===== src/rtl/la_pkg.sv =====
// rtl/la_pkg.sv - shared types, default sizes and address helpers for the logic-analyzer capture path
package la_pkg;

  localparam int LA_ENTRIES = 384;
  localparam int LA_AW      = 9;

  typedef enum logic [2:0] {
    IDLE,
    PRE,
    ARMD,
    POST,
    DONE
  } cap_state_t;

  // Modulo-entries increment; callers cast to their own address width.
  function automatic logic [31:0] wrap_inc(input logic [31:0] addr, input int entries);
    return (addr == 32'(entries - 1)) ? 32'd0 : addr + 32'd1;
  endfunction

endpackage


===== src/rtl/capture_ctrl_if.sv =====
// rtl/capture_ctrl_if.sv - command, trigger and sample-RAM signals of the capture controller
interface capture_ctrl_if #(
  parameter int AW  = 9,
  parameter int NCH = 5
) ();

  logic           capture_start;
  logic           en_sample;
  logic [AW-1:0]  trig_pos;
  logic [NCH-1:0] ch_trig;
  logic           prot_trig;
  logic           armed;
  logic           triggered;
  logic           we;
  logic [AW-1:0]  waddr;
  logic           capture_done;
  logic [AW-1:0]  last_addr;

  modport master (
    output capture_start, en_sample, trig_pos, ch_trig, prot_trig,
    input  armed, triggered, we, waddr, capture_done, last_addr
  );

  modport slave (
    input  capture_start, en_sample, trig_pos, ch_trig, prot_trig,
    output armed, triggered, we, waddr, capture_done, last_addr
  );

endinterface


===== src/rtl/cap_addr_cnt.sv =====
// rtl/cap_addr_cnt.sv - modulo-ENTRIES address counter with clear and increment enable
module cap_addr_cnt
  import la_pkg::*;
#(
  parameter int ENTRIES = LA_ENTRIES,
  parameter int AW      = LA_AW
) (
  input  logic          clk,
  input  logic          rst,
  input  logic          clr,
  input  logic          inc,
  output logic [AW-1:0] addr
);

  always_ff @(posedge clk or posedge rst) begin
    if (rst) begin
      addr <= '0;
    end else if (clr) begin
      addr <= '0;
    end else if (inc) begin
      addr <= AW'(wrap_inc(32'(addr), ENTRIES));
    end
  end

endmodule


===== src/rtl/capture_ctrl.sv =====
// rtl/capture_ctrl.sv - sequences pre-trigger fill, armed wait and post-trigger fill of the sample RAM
module capture_ctrl
  import la_pkg::*;
#(
  parameter int ENTRIES = LA_ENTRIES,
  parameter int AW      = LA_AW,
  parameter int NCH     = 5
) (
  input  logic         clk,
  input  logic         rst,
  capture_ctrl_if.slave bus
);

  localparam logic [AW-1:0] LAST_IDX = AW'(ENTRIES - 1);
  localparam logic [AW-1:0] ENT_AW   = AW'(ENTRIES);

  cap_state_t    state, state_nxt;
  logic [AW-1:0] tp, tp_nxt;
  logic [AW-1:0] cnt, cnt_nxt;
  logic [AW-1:0] last_q, last_nxt;
  logic          armed_q, armed_nxt;
  logic          trig_q, trig_nxt;
  logic          done_q, done_nxt;
  logic          addr_clr;
  logic          we;
  logic          trig_cond;
  logic [AW-1:0] cnt_inc;
  logic [AW-1:0] waddr;

  assign we        = bus.en_sample & ((state == PRE) | (state == ARMD) | (state == POST));
  assign trig_cond = (&bus.ch_trig[NCH-1:0]) & bus.prot_trig;
  assign cnt_inc   = cnt + AW'(1);

  cap_addr_cnt #(.ENTRIES(ENTRIES), .AW(AW)) u_addr (
    .clk  (clk),
    .rst  (rst),
    .clr  (addr_clr),
    .inc  (we),
    .addr (waddr)
  );

  always_ff @(posedge clk or posedge rst) begin
    if (rst) begin
      state   <= IDLE;
      tp      <= '0;
      cnt     <= '0;
      last_q  <= '0;
      armed_q <= 1'b0;
      trig_q  <= 1'b0;
      done_q  <= 1'b0;
    end else begin
      state   <= state_nxt;
      tp      <= tp_nxt;
      cnt     <= cnt_nxt;
      last_q  <= last_nxt;
      armed_q <= armed_nxt;
      trig_q  <= trig_nxt;
      done_q  <= done_nxt;
    end
  end

  always_comb begin
    state_nxt = state;
    tp_nxt    = tp;
    cnt_nxt   = cnt;
    last_nxt  = last_q;
    armed_nxt = armed_q;
    trig_nxt  = trig_q;
    done_nxt  = done_q;
    addr_clr  = 1'b0;
    case (state)
      IDLE, DONE: begin
        if (bus.capture_start) begin
          state_nxt = PRE;
          tp_nxt    = (bus.trig_pos > LAST_IDX) ? LAST_IDX : bus.trig_pos;
          cnt_nxt   = '0;
          addr_clr  = 1'b1;
          trig_nxt  = 1'b0;
          done_nxt  = 1'b0;
          armed_nxt = 1'b0;
        end
      end
      PRE: begin
        if (we) begin
          cnt_nxt  = cnt_inc;
          last_nxt = waddr;
          if (cnt_inc == ENT_AW - tp) begin
            state_nxt = ARMD;
            armed_nxt = 1'b1;
          end
        end
      end
      ARMD: begin
        // Tracking every write keeps last_addr right for a zero post-trigger length.
        if (we) begin
          last_nxt = waddr;
        end
        if (trig_cond) begin
          trig_nxt = 1'b1;
          cnt_nxt  = '0;
          if (tp == '0) begin
            state_nxt = DONE;
            armed_nxt = 1'b0;
            done_nxt  = 1'b1;
          end else begin
            state_nxt = POST;
          end
        end
      end
      POST: begin
        if (we) begin
          cnt_nxt  = cnt_inc;
          last_nxt = waddr;
          if (cnt_inc == tp) begin
            state_nxt = DONE;
            armed_nxt = 1'b0;
            done_nxt  = 1'b1;
          end
        end
      end
      default: state_nxt = IDLE;
    endcase
  end

  assign bus.armed        = armed_q;
  assign bus.triggered    = trig_q;
  assign bus.we           = we;
  assign bus.waddr        = waddr;
  assign bus.capture_done = done_q;
  assign bus.last_addr    = last_q;

endmodule


===== src/flat_wrapper.sv =====
// flat-port wrapper written by rule: the top's interface ports become plain ports
module capture_ctrl_flat import la_pkg::*;
#(
  parameter int ENTRIES = LA_ENTRIES,
  parameter int AW      = LA_AW,
  parameter int NCH     = 5
)
  (clk, rst, bus_capture_start, bus_en_sample, bus_trig_pos, bus_ch_trig, bus_prot_trig, bus_armed, bus_triggered, bus_we, bus_waddr, bus_capture_done, bus_last_addr);
  capture_ctrl_if #(.AW(AW), .NCH(NCH)) bus_i ();
  input  logic clk;
  input  logic rst;
  input wire logic [$bits(bus_i.capture_start)-1:0] bus_capture_start;
  input wire logic [$bits(bus_i.en_sample)-1:0] bus_en_sample;
  input wire logic [$bits(bus_i.trig_pos)-1:0] bus_trig_pos;
  input wire logic [$bits(bus_i.ch_trig)-1:0] bus_ch_trig;
  input wire logic [$bits(bus_i.prot_trig)-1:0] bus_prot_trig;
  output wire logic [$bits(bus_i.armed)-1:0] bus_armed;
  output wire logic [$bits(bus_i.triggered)-1:0] bus_triggered;
  output wire logic [$bits(bus_i.we)-1:0] bus_we;
  output wire logic [$bits(bus_i.waddr)-1:0] bus_waddr;
  output wire logic [$bits(bus_i.capture_done)-1:0] bus_capture_done;
  output wire logic [$bits(bus_i.last_addr)-1:0] bus_last_addr;
  assign bus_i.capture_start = bus_capture_start;
  assign bus_i.en_sample = bus_en_sample;
  assign bus_i.trig_pos = bus_trig_pos;
  assign bus_i.ch_trig = bus_ch_trig;
  assign bus_i.prot_trig = bus_prot_trig;
  assign bus_armed = bus_i.armed;
  assign bus_triggered = bus_i.triggered;
  assign bus_we = bus_i.we;
  assign bus_waddr = bus_i.waddr;
  assign bus_capture_done = bus_i.capture_done;
  assign bus_last_addr = bus_i.last_addr;
  capture_ctrl #(.ENTRIES(ENTRIES), .AW(AW), .NCH(NCH)) u_core (.clk(clk), .rst(rst), .bus(bus_i));
endmodule

===== config.mk =====
export PLATFORM = sky130hd
export DESIGN_NAME = capture_ctrl_flat
export DESIGN_NICKNAME = d
export VERILOG_FILES = /design/src/rtl/la_pkg.sv /design/src/rtl/capture_ctrl_if.sv /design/src/rtl/cap_addr_cnt.sv /design/src/rtl/capture_ctrl.sv /design/src/flat_wrapper.sv
export SDC_FILE = /design/constraint.sdc
export NUM_CORES = 1
export LEC_CHECK = 0
export CAP_MARGIN = 30
export CORE_MARGIN = 8
export CORE_UTILIZATION = 35
export DETAILED_ROUTE_END_ITERATION = 8
export PLACE_DENSITY = 0.67
export SLEW_MARGIN = 25
export SYNTH_ARGS = -nofsm -noshare
export SYNTH_HDL_FRONTEND = slang
export SYNTH_SLANG_ARGS = --single-unit

===== constraint.sdc =====
create_clock -name clk -period 4.95 [get_ports clk]
set_input_delay 0.99 -clock clk [delete_from_list [all_inputs] [get_ports clk]]
set_output_delay 0.99 -clock clk [all_outputs]
set_load 0.1 [all_outputs]

After elaboration in Yosys (flattened, before gate mapping) --
Index checks and enable logic that the tools add are counted. Widths: inputs -> output; s select.
Word-level totals: register bits 42, bits in latches 0, bits in writable memories 0, bits in read-only memories 0, input bits 19, output and inout bits 22, memories kept 0
Operators by class: $add $sub $neg 3, multiply operators 0, divide/modulo/power cells 0, order comparisons 1, equality and inequality tests 15, shifts and indexed selects 0, multiplexer cells 33, bitwise logic cells 4, reduce and logical (&&, ||, !) cells 18
Operators with widths (count):
- $mux 9 | 7
- $pmux 9 s3 | 1
- $mux 3 | 7
- $add 9x1->9 const B | 2
- $eq 9x9->1 | 2
- $mux 1 | 14
- $ne 2x2->1 const B | 6
- $pmux 3 s4 | 1
- $reduce_and 6->1 | 2
- $eq 9x9->1 const B | 1
- $gt 9x9->1 const B | 1
- $logic_not 9->1 | 1
- $sub 9x9->9 const A | 1
- $reduce_and 8->1 | 1
- $eq 3x2->1 const B | 2
- $reduce_bool 3->1 | 2
- $reduce_and 5->1 | 1
- $ne 2x1->1 const B | 2
- $pmux 1 s4 | 1
- $reduce_and 2->1 | 2
- $reduce_and 4->1 | 1
- $reduce_bool 2->1 | 2
- $reduce_bool 4->1 | 1
- $reduce_or 2->1 | 2
- other kinds (9) | 11

Depth between registers and ports, before layout --
Gate-level depths: netlist of the first run.
depth in word-level cells 6, gate-level depth with buffers 8

Modules after synthesis --
Synthesis of the first run repeated with hierarchy kept, for this count alone.
Unflattened totals: cell total of the unflattened synthesis 262, area total of the unflattened synthesis 2482.4 um^2
Modules (own cells, without submodules):
- capture_ctrl | instances 1, cells each 213, area each 1998.2 um^2, sequential area each 825.8 um^2
- cap_addr_cnt | instances 1, cells each 49, area each 484.2 um^2, sequential area each 225.2 um^2

Least setup slack after synthesis of the first run --
No wires, ideal clock.
kind input-to-output, start input bus_en_sample, end output bus_we, data arrival time 2620 ps, data required time 3960 ps, slack 1340 ps, stages on the path 5, buffers on the path 2, path through inv_1 -> or3_1 -> clkbuf_1 -> inv_1 -> buf_1
On the way: cells in the longest elaborated chain, start to end 1
RTL lines:
- from (decl) | RTL line flat_wrapper.sv:13 | input wire logic [$bits(bus_i.en_sample)-1:0] bus_en_sample;
- $and 1x1->1 | RTL line capture_ctrl.sv:30 | assign we = bus.en_sample & ((state == PRE) | (state == ARMD) | (state == POST));
- to (decl) | RTL line flat_wrapper.sv:19 | output wire logic [$bits(bus_i.we)-1:0] bus_we;
Every way passes these cells.

Worst setup path in the final report of the first run --
Same ends and word-level chain as after synthesis.

==> flow_summary.json, run 1 <==
{
  "end_kind": "output pin",
  "synth_area_leaders": "dfrtp_1 43%, nand2_1 8.7%, o21ai_0 7.1%",
  "syn2layout_area_growth_pct": 23.9,
  "clockRootBuffer": "clkbuf_8",
  "setup_violations": 0,
  "synth_top_area_share_pct": 42.8,
  "die_w_um": 99.8,
  "synth_seq_cells": 42,
  "hold_viol_final": 0,
  "fin_tns_setup_ps": 0,
  "routed_via_density": 5.17,
  "yosys.area.top_type": "dfrtp_1",
  "ys.warnings.count": 0,
  "die-height_um": 99.8,
  "portBuffers": 40,
  "rr_worst_depth": 7,
  "slew_viol_final": 0,
  "via_count": 2171,
  "min_period_ps": 3920,
  "fin_nets": 345,
  "worstPathRequired_ps": 3960,
  "critPathKind": "input pin to output pin",
  "synthesis.area_sq_mm": 0.00246,
  "fp.coreArea_sq_mm": 0.00679,
  "first_pass_iters": 4,
  "drive_gt1_share_pct": 6.48,
  "power_mw": 1.86,
  "slew_headroom_pct": 33.9,
  "numCtsBuffers": 5,
  "power.leakage_nw": 1.29,
  "clock_sinks": 42,
  "cts_tree": "done",
  "endpoint": "bus_we",
  "startpoint": "bus_en_sample",
  "antenna_found_initial": 0,
  "rr_endpoint": "u_core.state[0]",
  "avgSynthCellArea_sq_um": 8.56,
  "cts_max_path_buffers": 2,
  "path_clk_slew_ps": 80,
  "finClkSkew_ps": 4.05,
  "hpwlAfterDp_um": 4520,
  "seq_area_frac_synth_pct": 42.8,
  "r2r_slack_ps": 2270,
  "finalCritPeriodShare_pct": 79.2,
  "ant_nets": 0,
  "rsz0062_at_grt": "no",
  "syn_nets": 309,
  "synth.distinct_cells": 50,
  "p_per_area_mw_per_mm2": 610,
  "overflow": 0,
  "die-area_sq_mm": 0.00995,
  "tightest_slew_ps": 988,
  "status": "completed",
  "cts.htree.levels": 2,
  "synthCells": 287,
  "wirelength_um": 6010,
  "grt_first_pass_wirelength_um": 10300,
  "grt_use_total_pct": 12.5,
  "first_global_vias": 2190,
  "drc_errors": 0,
  "arrival_ps": 2930,
  "hold_buffers": 0,
  "max_freq_mhz": 255,
  "r2r-start": "u_core.cnt[0]",
  "n_antenna_cell": 0,
  "route.detailed.wl_per_inst_um": 14.3,
  "rows": 30,
  "worst_skew_pair.late_latency_ps": 300,
  "cts_resized": 0,
  "ir_worst_vdd_v": 0.000446,
  "place_congestion": 0.833,
  "start_util_pct": 36.2,
  "cp_max_fo": 15,
  "worstSetupStartpointType": "input pin",
  "ios": 41,
  "worst_hold_path_type": "flip-flop to flip-flop",
  "cts_setup_buffers": 0,
  "initialDrtViolationCount": 83,
  "grt_max_degree": 31,
  "max_cap_violations": 0
}
flip-flops by register name (all words and copies together) (netlist names):
signal and count:
u_core.tp 9, u_core.bus.last_addr 9, u_core.bus.triggered 1, u_core.bus.capture_done 1, u_core.cnt 9, u_core.bus.armed 1
u_core.u_addr.addr 9, u_core.state 3
cells in the mapped netlist (all sizes together):
cell type	number
xnor3	1
and4	1
inv	9
xor2	5
dfrtp	42
and3	7
a211oi	2
and2	2
a22o	1
nand2	57
nand4	4
nor2	18
nor2b	4
clkbuf	7
nand4b	1
a31oi	5
a22oi	1
o41ai	5
nand3	14
a21oi	9
or3	5
o32ai	1
mux2	1
a2bb2oi	1
o31ai	3
nor4	3
and3b	1
mux2i	1
a211o	1
a21o	3
buf	5
or4	1
nor3	3
nand2b	5
ha	3
or2	1
o21a	3
o21ai	35
xnor2	13
nor3b	2
nand3b	1
critical path, stage by stage:
cell and delay, ps:
clkdlybuf4s50_1 530, inv_1 80, or3_1 570, inv_1 380, buf_4 370
where the power goes:
part | total (mW) | switching, mW | internal (mW)
registers | 0.581 | 0.138 | 0.443
clock network | 0.272 | 0.121 | 0.151
logic | 1.00 | 0.662 | 0.342
metal layers:
layer,vias up,part of all wire [%],routed length (um),global-route usage [%]
met5,-,0,0,0
met4,0,0.62,37,3.49
met3,5,5.1,307,3.60
met2,42,49,2930,20.4
met1,1045,46,2740,15.6
li1,1079,-,-,-
layout make-up:
cell class / instances / area [sq um]
timing repair buffer: 41 / 405
inverter: 9 / 33.8
sequential: 42 / 1050
multi-input combinational: 224 / 1320
tap: 96 / 120
clock buffer: 6 / 72.6
clock inverter: 2 / 37.5
fill: 690 / 3750
kinds of logic after synthesis:
logic type	count (synthesis)	share of synthesized area [%]
buffers and inverters	21	3.77
XOR/XNOR	19	7.64
AO/OA/AOI/OAI	70	17.5
adder cells (fa/ha/maj)	3	1.53
AND/OR/NAND/NOR	130	25.9
flip-flops	42	42.8
multiplexers	2	0.866
layout by cell type (no fill, tap or decap), types with 2 or more instances in the layout:
| cell type | instances |
|---|---|
| a21o_1 | 3 |
| a21oi_1 | 7 |
| a21oi_2 | 2 |
| a31oi_1 | 5 |
| and2_1 | 2 |
| and3_1 | 6 |
| buf_4 | 2 |
| clkbuf_8 | 5 |
| clkdlybuf4s50_1 | 39 |
| dfrtp_1 | 42 |
| ha_1 | 3 |
| inv_1 | 8 |
| nand2_1 | 57 |
| nand2b_1 | 5 |
| nand3_1 | 14 |
| nand4_1 | 3 |
| nor2_1 | 18 |
| nor2b_1 | 4 |
| nor3_1 | 3 |
| nor3b_1 | 2 |
| nor4_1 | 3 |
| o21a_1 | 3 |
| o21ai_0 | 35 |
| o31ai_1 | 3 |
| o41ai_1 | 4 |
| or3_1 | 4 |
| xnor2_1 | 12 |
| xor2_1 | 5 |
how the worst min path moves through the flow:
| stage | cells past startpoint | slack, ps | end | startpoint |
|---|---|---|---|---|
| 4_1_cts | 2 | 490 | u_core.bus.last_addr[2] | u_core.bus.last_addr[2] |
| 3_3_place_gp | 2 | 470 | u_core.bus.last_addr[1] | u_core.bus.last_addr[1] |
| 3_5_place_dp | 2 | 460 | u_core.bus.last_addr[2] | u_core.bus.last_addr[2] |
| 2_1_floorplan | 2 | 480 | u_core.tp[6] | u_core.tp[6] |
| 5_1_grt | 2 | 530 | u_core.bus.last_addr[3] | u_core.bus.last_addr[3] |
| 6_report | 2 | 490 | u_core.bus.last_addr[5] | u_core.bus.last_addr[5] |
metrics by stage:
step | cell area [sq um] | hold slack, ps | utilization (%) | setup slack, ps | instances
2_1_floorplan | 2460 | 483 | - | 1340 | 287
3_3_place_gp | 2920 | 474 | 43.0 | 1090 | 412
3_5_place_dp | 2920 | 462 | 43.0 | 1060 | 412
4_1_cts | 3030 | 495 | 44.6 | 1050 | 420
5_1_grt | 3040 | 528 | 44.8 | 879 | 420
6_report | 3040 | 491 | 44.8 | 1030 | 420
(Power assumes the default switching activity.)
==> inputs of run 2 (changes only) <==
Settings changed: PLACE_DENSITY 0.67 to 0.7.
Clock period 4.95 ns to 3.4 ns, I/O delays scaled along.
==> flow_summary.json, run 2 (synthesis results as in run 1) <==
{
  "status": "completed",
  "finalCritPeriodShare_pct": 79.9,
  "die-height_um": 99.8,
  "fin_cells": 424,
  "timing.hold.ws_ps": 495,
  "layout_setup_ws_ps": 685,
  "fin_tns_setup_ps": 0,
  "overflow": 0,
  "routed_via_density": 5.22,
  "portBuffers": 40,
  "die_w_um": 99.8,
  "first_global_vias": 2289,
  "drc_errors": 0,
  "arrival_ps": 2040,
  "critPathKind": "input pin to output pin",
  "route.detailed.wl_per_inst_um": 14.7,
  "path_buf_inv": 4,
  "max_freq_mhz": 368,
  "dp_cells": 416,
  "grt_use_total_pct": 13.2,
  "min_period_ps": 2720,
  "ff_latch_area_sq_mm": 0.00105,
  "max_cap_violations": 0,
  "power.leakage_nw": 1.35,
  "ant_nets": 0,
  "die-area_sq_mm": 0.00995,
  "place_congestion": 0.813,
  "cts_max_path_buffers": 2,
  "crit_chain": "clkdlybuf4s50_1, inv_1, or3_1, inv_1, buf_12",
  "cp_max_fo": 4,
  "numCtsBuffers": 5,
  "hold_buffers": 0,
  "nFillCells": 678,
  "cts.htree.levels": 2,
  "path_delay_family": "buffers and inverters",
  "p_per_area_mw_per_mm2": 897,
  "grt_first_pass_wirelength_um": 10800,
  "rsz0062_at_grt": "no",
  "multi_input_area_sq_mm": 0.00131,
  "wl_met1_um": 2900,
  "place_ws_ps": 708,
  "power_mw": 2.71,
  "final_common_cell": "nand2_1",
  "end_kind": "output pin",
  "ios": 41,
  "slew_viol_final": 0,
  "worst_skew_pair.late_latency_ps": 300,
  "hold_viol_final": 0,
  "drive_gt1_share_pct": 13.4,
  "met2_length_um": 2960,
  "start_util_pct": 36.2,
  "fin_nets": 349,
  "first_pass_iters": 4,
  "wl_met3_um": 313,
  "slew_headroom_pct": 43.7,
  "antenna_found_initial": 0,
  "dpl_cell_area_sq_mm": 0.00291,
  "tightest_slew_ps": 834,
  "cts_resized": 0,
  "top_layer": "met4",
  "clock_sinks": 42,
  "initialDrtViolationCount": 116,
  "clockRootBuffer": "clkbuf_8",
  "n_antenna_cell": 0,
  "rows": 30,
  "worstPathRequired_ps": 2720,
  "cts_setup_buffers": 0,
  "slowest_delay_ps": 550,
  "worst_hold_path_type": "flip-flop to flip-flop",
  "cp_common_cell": "inv_1",
  "via_count": 2214,
  "finClkSkew_ps": 15.5,
  "grt_max_degree": 43,
  "crit_slowest_cell": "clkdlybuf4s50_1",
  "wirelength_um": 6230,
  "syn2layout_area_growth_pct": 23.0,
  "worstSetupStartpointType": "input pin",
  "cts_tree": "done",
  "path_clk_slew_ps": 90,
  "fin_util_pct": 44.5,
  "final_cell_area_sq_mm": 0.00302,
  "hpwlAfterDp_um": 4660,
  "final_cell_mix": "57 x nand2_1, 42 x dfrtp_1, 35 x o21ai_0",
  "fp.coreArea_sq_mm": 0.00679,
  "setup_violations": 0,
  "ir_worst_vdd_v": 0.000713
}
[run 2: cell types whose count changed in the layout (fill, tap and decap cells not counted), sizes merged]
cell / previous run / this run
buf: 2 / 27
clkdlybuf4s50: 39 / 18
clkinv: 0 / 2
clkbuf: 6 / 5
clkinvlp: 1 / 0
[run 2: area by class of cell]
type | instances | area share, %
clock inverter | 3 | 1.33
multi-input combinational | 224 | 43.4
timing repair buffer | 45 | 13.1
clock buffer | 5 | 2.28
sequential | 42 | 34.8
inverter | 9 | 1.12
tap | 96 | 3.98
[run 2: power by group]
part	switching [mW]	internal, mW
Combinational	0.970	0.495
Clock	0.180	0.216
Sequential	0.204	0.645
[run 2: worst paths after layout]
kind                                         start                      end  slack [ps]  cells past startpoint
max                                  bus_en_sample                   bus_we         680                      5
min                        u_core.bus.last_addr[1]  u_core.bus.last_addr[1]         490                      2
max reg2reg                          u_core.cnt[0]          u_core.state[0]         820                      7
min reg2reg                u_core.bus.last_addr[1]  u_core.bus.last_addr[1]         490                      2
max in group asynchronous                      rst            u_core.cnt[5]        2210                      3
min in group asynchronous                      rst            u_core.cnt[8]         810                      3
[run 2: worst min-delay path: cells and delay by family (launching register included)]
family,cells,cell delay [ps]
flip-flops,1,360
AND/OR/NAND/NOR,2,110
[run 2: layer usage]
layer	global-route usage, %	vias to the layer above
li1	-	1090
met1	17.1	1071
met2	20.8	45
met3	3.60	8
met4	3.84	0
met5	0	-
==> inputs of run 3 (changes only) <==
Settings changed: PLACE_DENSITY 0.7 to 0.67.
Clock period 3.4 ns to 2.5 ns, I/O delays scaled along.
==> flow_summary.json, run 3 (synthesis results as in run 1) <==
{
  "status": "completed",
  "crit_chain": "ha_2, nand3_1, or3_1, a21oi_1, nor2b_1, or4_4, a211o_1",
  "drive_gt1_share_pct": 16.2,
  "die-height_um": 99.8,
  "wl_met1_um": 2870,
  "power.leakage_nw": 1.37,
  "first_pass_iters": 4,
  "crit_slowest_cell": "or4_4",
  "wl_met3_um": 332,
  "top_layer": "met4",
  "drc_errors": 0,
  "ios": 41,
  "finClkSkew_ps": 13.7,
  "fp.coreArea_sq_mm": 0.00679,
  "die-area_sq_mm": 0.00995,
  "worstSetupStartpointType": "flip-flop",
  "power_mw": 3.66,
  "initialDrtViolationCount": 91,
  "cts.htree.levels": 2,
  "cp_max_fo": 5,
  "setup_violations": 0,
  "hold_buffers": 0,
  "clockRootBuffer": "clkbuf_8",
  "min_period_ps": 2380,
  "max_freq_mhz": 420,
  "arrival_ps": 2570,
  "cts_max_path_buffers": 2,
  "cts_tree": "done",
  "final_common_cell": "nand2_1",
  "route.detailed.wl_per_inst_um": 14.6,
  "numCtsBuffers": 5,
  "antenna_found_initial": 0,
  "slew_headroom_pct": 50.7,
  "first_global_vias": 2239,
  "clock_sinks": 42,
  "met2_length_um": 2960,
  "worstPathRequired_ps": 2700,
  "grt_max_degree": 43,
  "fin_nets": 355,
  "finalCritPeriodShare_pct": 95.2,
  "hold_viol_final": 0,
  "critPathKind": "flip-flop to flip-flop",
  "end_kind": "flip-flop",
  "start_util_pct": 36.2,
  "via_count": 2212,
  "grt_use_total_pct": 13.2,
  "slew_viol_final": 0,
  "slowest_delay_ps": 520,
  "max_cap_violations": 0,
  "tightest_slew_ps": 740,
  "wirelength_um": 6300,
  "portBuffers": 40,
  "path_clk_slew_ps": 90,
  "worst_hold_path_type": "flip-flop to flip-flop",
  "worst_skew_pair.late_latency_ps": 300,
  "syn2layout_area_growth_pct": 24.6,
  "rows": 30,
  "place_congestion": 0.902,
  "overflow": 0,
  "ant_nets": 0,
  "ir_worst_vdd_v": 0.00105,
  "n_antenna_cell": 0,
  "final_cell_mix": "57 x nand2_1, 40 x dfrtp_1, 35 x o21ai_0",
  "hpwlAfterDp_um": 4720,
  "fin_cells": 430,
  "die_w_um": 99.8,
  "dp_cells": 421,
  "routed_via_density": 5.14,
  "grt_first_pass_wirelength_um": 10800,
  "p_per_area_mw_per_mm2": 1200
}
==> run 3: worst max-delay path: cells and delay by family, from the launching register on <==
family	cells	cell delay (ps)
flip-flops	1	410
AO/OA/AOI/OAI	2	460
AND/OR/NAND/NOR	4	1180
adder cells (fa/ha/maj)	1	240
==> run 3: what timing repair did <==
action / in CTS / in global routing
resized for setup: 0 / 1
endpoints found under the setup margin: 0 / 1
buffers inserted: 0 / 1
==> run 3: per-stage QoR <==
step	hold WS [ps]	instance area, sq um	setup WS [ps]	utilization [%]	setup TNS, ps
2_1_floorplan	483	2470	143	-	0
3_3_place_gp	473	2950	128	43.5	0
3_5_place_dp	467	2950	86.7	43.5	0
4_1_cts	496	3040	80.0	44.8	0
5_1_grt	528	3060	-6.78	45.0	-6.78
6_report	495	3060	120	45.0	0
==> run 3: final cells by class <==
| class | instances | area (sq um) |
|---|---|---|
| Sequential cell | 42 | 1050 |
| Multi-Input combinational cell | 224 | 1320 |
| Clock inverter | 3 | 21.3 |
| Timing Repair Buffer | 51 | 440 |
| Fill cell | 657 | 3730 |
| Inverter | 9 | 33.8 |
| Tap cell | 96 | 120 |
| Clock buffer | 5 | 68.8 |
==> run 3: final timing paths <==
kind / from / to / slack, ps / cells past startpoint
min reg2reg: u_core.bus.last_addr[5] / u_core.bus.last_addr[5] / 500 / 2
max reg2reg: u_core.cnt[1] / u_core.state[0] / 120 / 7
min: u_core.bus.last_addr[5] / u_core.bus.last_addr[5] / 500 / 2
max in group asynchronous: rst / u_core.u_addr.addr[1] / 1480 / 3
max: u_core.cnt[1] / u_core.state[0] / 120 / 7
min in group asynchronous: rst / u_core.cnt[2] / 630 / 3
==> run 3: power by group <==
group / switching (mW) / total [mW] / internal, mW
clock: 0.260 / 0.456 / 0.197
sequential: 0.268 / 1.15 / 0.880
combinational: 1.34 / 2.06 / 0.716
==> run 3: layer usage <==
layer | GRT usage (%) | vias to the layer above
met5 | 0 | -
met4 | 5.12 | 0
met3 | 3.11 | 9
met2 | 20.9 | 62
met1 | 16.8 | 1048
li1 | - | 1093
